==> src/rtl/serial_subtractor_pkg.sv <==
// Shared constants for the bit-serial subtractor: FSM encoding and counter sizing.
package serial_subtractor_pkg;

  typedef enum logic [1:0] {
    IDLE = 2'd0,
    RUN  = 2'd1,
    DONE = 2'd2
  } state_t;

  // Bit-index counter width for a given operand width (at least one bit).
  function automatic int cnt_width(input int w);
    return (w < 2) ? 1 : $clog2(w);
  endfunction

  localparam int DEF_WIDTH = 4;
  localparam int CNT_W     = cnt_width(DEF_WIDTH);

endpackage

==> src/rtl/full_subtractor.sv <==
// One-bit full-subtractor cell: d = a - b - bin, with borrow-out.
module full_subtractor (
  input  logic a,
  input  logic b,
  input  logic bin,
  output logic d,
  output logic bout
);

  assign d    = a ^ b ^ bin;
  assign bout = (~a & b) | (~a & bin) | (b & bin);

endmodule

==> src/rtl/serial_subtractor.sv <==
// Bit-serial N-bit subtractor, LSB first, one full-subtractor cell and a registered borrow.
import serial_subtractor_pkg::*;

module serial_subtractor #(
  parameter int WIDTH = 4
) (
  input  logic             clock,
  input  logic             reset,
  input  logic             start,
  input  logic [WIDTH-1:0] a,
  input  logic [WIDTH-1:0] b,
  input  logic             bin,
  output logic             ready,
  output logic             done,
  output logic [WIDTH-1:0] diff,
  output logic             bout,
  output logic             overflow,
  output logic             zero
);

  localparam int            CW   = cnt_width(WIDTH);
  localparam logic [CW-1:0] LAST = CW'(WIDTH - 1);

  state_t           state;
  logic [WIDTH-1:0] opa, opb, res, res_nxt;
  logic [CW-1:0]    cnt;
  logic             borrow, d_bit, b_nxt;

  full_subtractor u_fs (
    .a    (opa[cnt]),
    .b    (opb[cnt]),
    .bin  (borrow),
    .d    (d_bit),
    .bout (b_nxt)
  );

  // Result including the bit being produced this cycle, so the final edge sees all bits.
  always_comb begin
    res_nxt      = res;
    res_nxt[cnt] = d_bit;
  end

  always_ff @(posedge clock) begin
    if (reset) begin
      state    <= IDLE;
      ready    <= 1'b1;
      done     <= 1'b0;
      diff     <= '0;
      bout     <= 1'b0;
      overflow <= 1'b0;
      zero     <= 1'b0;
      opa      <= '0;
      opb      <= '0;
      res      <= '0;
      cnt      <= '0;
      borrow   <= 1'b0;
    end else begin
      case (state)
        IDLE: begin
          if (start) begin
            opa    <= a;
            opb    <= b;
            borrow <= bin;
            res    <= '0;
            cnt    <= '0;
            ready  <= 1'b0;
            state  <= RUN;
          end
        end
        RUN: begin
          res    <= res_nxt;
          borrow <= b_nxt;
          if (cnt == LAST) begin
            state    <= DONE;
            done     <= 1'b1;
            diff     <= res_nxt;
            bout     <= b_nxt;
            overflow <= (opa[WIDTH-1] != opb[WIDTH-1]) && (res_nxt[WIDTH-1] != opa[WIDTH-1]);
            zero     <= (res_nxt == '0);
          end else begin
            cnt <= cnt + 1'b1;
          end
        end
        DONE: begin
          done  <= 1'b0;
          ready <= 1'b1;
          state <= IDLE;
        end
        default: begin
          done  <= 1'b0;
          ready <= 1'b1;
          state <= IDLE;
        end
      endcase
    end
  end

endmodule

==> config.mk <==
export PLATFORM = sky130hd
export DESIGN_NAME = serial_subtractor
export DESIGN_NICKNAME = d
export VERILOG_FILES = /design/src/rtl/serial_subtractor_pkg.sv /design/src/rtl/full_subtractor.sv /design/src/rtl/serial_subtractor.sv
export SDC_FILE = /design/constraint.sdc
export NUM_CORES = 1
export LEC_CHECK = 0
export BUFFER_PORTS_ARGS = -buffer_cell sky130_fd_sc_hd__buf_2
export CAP_MARGIN = 40
export CORE_MARGIN = 5
export CORE_UTILIZATION = 45
export CTS_BUF_LIST = sky130_fd_sc_hd__clkbuf_4
export CTS_CLUSTER_SIZE = 20
export DETAILED_ROUTE_END_ITERATION = 12
export PLACE_DENSITY_LB_ADDON = 0.08
export SYNTH_ARGS = -nofsm -noshare
export SYNTH_HDL_FRONTEND = slang
export SYNTH_SLANG_ARGS = --single-unit
==> constraint.sdc <==
create_clock -name clock -period 3.3 [get_ports clock]
set_clock_uncertainty 0.05 [all_clocks]
set_input_delay 0.33 -clock clock [delete_from_list [all_inputs] [get_ports clock]]
set_output_delay 0.33 -clock clock [all_outputs]
set_load 0.005 [all_outputs]
==> metrics.csv <==
metric;value;unit
crit_buf_inv;1;
syn_area_per_cell;9.59;µm²
yosysMostFrequentCell;dfxtp_1;
grt_remaining_overflow;0;
ant_nets;0;
fin_crit_sh;68.1;%
grt_pass1_wl;4.09;mm
final_cells;170;
areaGrowthSynthToFinish;11.0;%
finalSetupTns;0;ns
remaining_drc_errors;0;
drive_above_1_share;22.9;%
drv_slew;0;
finalSetupViolCount;0;
grt_max_degree;28;
required;3.51;ns
worst_setup_path_start_kind;flop;
rsz0062_at_grt;no;
ys.flop_type;dfxtp_1;
wl_per_cell;14.0;µm
die_w;61.0;µm
synth.net_count;139;
grt_util_all_layers;15.1;%
cts_buffer_depth;2;
cts_hold_buffers;0;
r2r_slack;1.05;ns
grt.met2_usage;24.6;%
holdCritPathClass;in2reg;
die_y;61.0;µm
start_util;47.2;%
rows;18;
cts_root_buf;clkbuf_4;
syn_area;1170;µm²
synth.yosys.seq_area_share;42.8;%
dp.cells;166;
viasPerCell;5.29;
ir_worst_vdd;0.287;mV
crit_slowest_cell;mux4_2;
synth_area_leaders;dfxtp_1 (43%), mux2i_1 (7.7%), nor2_1 (5.8%);
worstPathCellList;mux4_2 -> inv_1 -> fa_1 -> nor3b_2 -> nand2_1 -> a21oi_1;
drv_cap;0;
endpoint_kind;flop;
yosys_warnings;0;
netlist_top_cells_count;dfxtp_1 (25), nor2_1 (18), a21oi_1 (10), inv_1 (10), nand2_1 (10);
portBuffers;20;
fmax;445;MHz
synth_top_area_share;42.8;%
met1_usage;18.1;%
critPathMaxStageDelay;0.53;ns
p_per_area;428;nW/µm²
cellLeakagePower;0.565;nW
grt_util_met3;3.83;%
status;finished clean;
slew_headroom;67.6;%
hold_viol;0;
antenna_found_initial;0;
core;2480;µm²
die-area;3720;µm²
drt_iter0_drc;20;
path_delay_family;multiplexers;
syn-instance-count;122;
synthArstFlopShare;0;%
wl;2.38;mm
netlist-cell-type-count;27;
ys_ff_latch;25;
tritoncts;done;
insertion_delay;0.32;ns
fin_crit;2.25;ns
cts_setup_buffers;0;
diodes;0;
globalplace.congestion;0.835;
cts_made_buffers;3;
nets;158;
worstSetupPathType;reg2reg;
tightest_slew;0.485;ns
grt_pass1_vias;885;
ctsResizeCount;0;
worstPathMaxFanout;7;
vias;899;
dr.pass1.iters;4;
cts.htree.levels;1;
dp_hpwl;1.81;mm
synth_area_leader_cell;dfxtp_1;
synth_edf_count;0;
clock_sinks;25;
ios;21;
critPathArrivalTime;2.46;ns
clk_pin_slew;0.14;ns
busiest_layer;met2;
==> worst paths after layout <==
| kind | start | to | depth (start not counted) |
|---|---|---|---|
| worst max register to register | cnt[0] | res[1] | 6 |
| worst min register to register | diff[1] | diff[1] | 2 |
| worst min-delay path | b[3] | opb[3] | 3 |
| worst max-delay path | cnt[0] | res[1] | 6 |
==> cell usage in the layout, fill, tap and decap left out, types with 2 or more instances in the layout <==
master    count
nand2_1      10
nand3b_1      2
ha_1          4
a221oi_1      2
a21oi_1      10
nor2_1       18
a211o_1       4
inv_1        10
mux4_2        2
o21ai_0       4
nor3b_1       3
nor3b_2       3
clkbuf_4      4
buf_2        20
mux2i_1       9
o22ai_1       2
dfxtp_1      25
==> through the flow <==
stage                     util [%]  setup slack [ns]  hold WS [ns]  instance area (µm²)  total power [mW]
final                         52.4              1.05         0.188                 1300             0.555
after global routing          52.4             0.791         0.175                 1300             0.587
after CTS                     52.4              1.04         0.180                 1300             0.560
after detailed placement      51.2              1.07         0.392                 1270             0.417
after global placement        50.9              1.10         0.388                 1260             0.414
after floorplan                  -              1.22         0.398                 1170             0.395
==> logic make-up (layout without fill, tap and decap cells) <==
logic type	count (synthesis)	after routing	share of synthesized area, %
AO/OA/AOI/OAI	25	25	14.3
multiplexers	11	11	11.6
adder cells (fa/ha/maj)	5	5	5.99
buffers and inverters	17	35	7.17
AND/OR/NAND/NOR	39	39	18.2
flip-flops	25	25	42.8
==> layout make-up <==
type	instances	area, µm²
fillers	249	1180
multi-input cells	80	586
flip-flops and latches	25	500
repair buffers	21	108
inverters	10	37.5
well taps	30	37.5
clock buffers	4	30.0
==> where the power goes <==
part	switching (mW)	internal (mW)
Combinational	0.0441	0.0382
Clock	0.0902	0.0555
Sequential	0.0128	0.314
==> worst reg2reg max path: cells and delay by family (launching register included) <==
kind,cells,cell delay [ns]
mux,1,0.53
fa+ha+maj,1,0.52
flops,1,0.48
simple gates,2,0.39
compound gates,1,0.14
buf+inv,1,0.09
==> per-layer routing <==
metal,up-vias,share of wire [%]
met1,411,45
li1,454,-
met5,-,0
met3,7,4.7
met2,27,48
met4,0,2.5
==> state kept, by name, indices dropped and copies added (netlist names) <==
register / count
done: 1
opa: 4
ready: 1
borrow: 1
res: 3
diff: 4
zero: 1
opb: 4
state: 2
bout: 1
cnt: 2
overflow: 1
(Power assumes the default switching activity.)
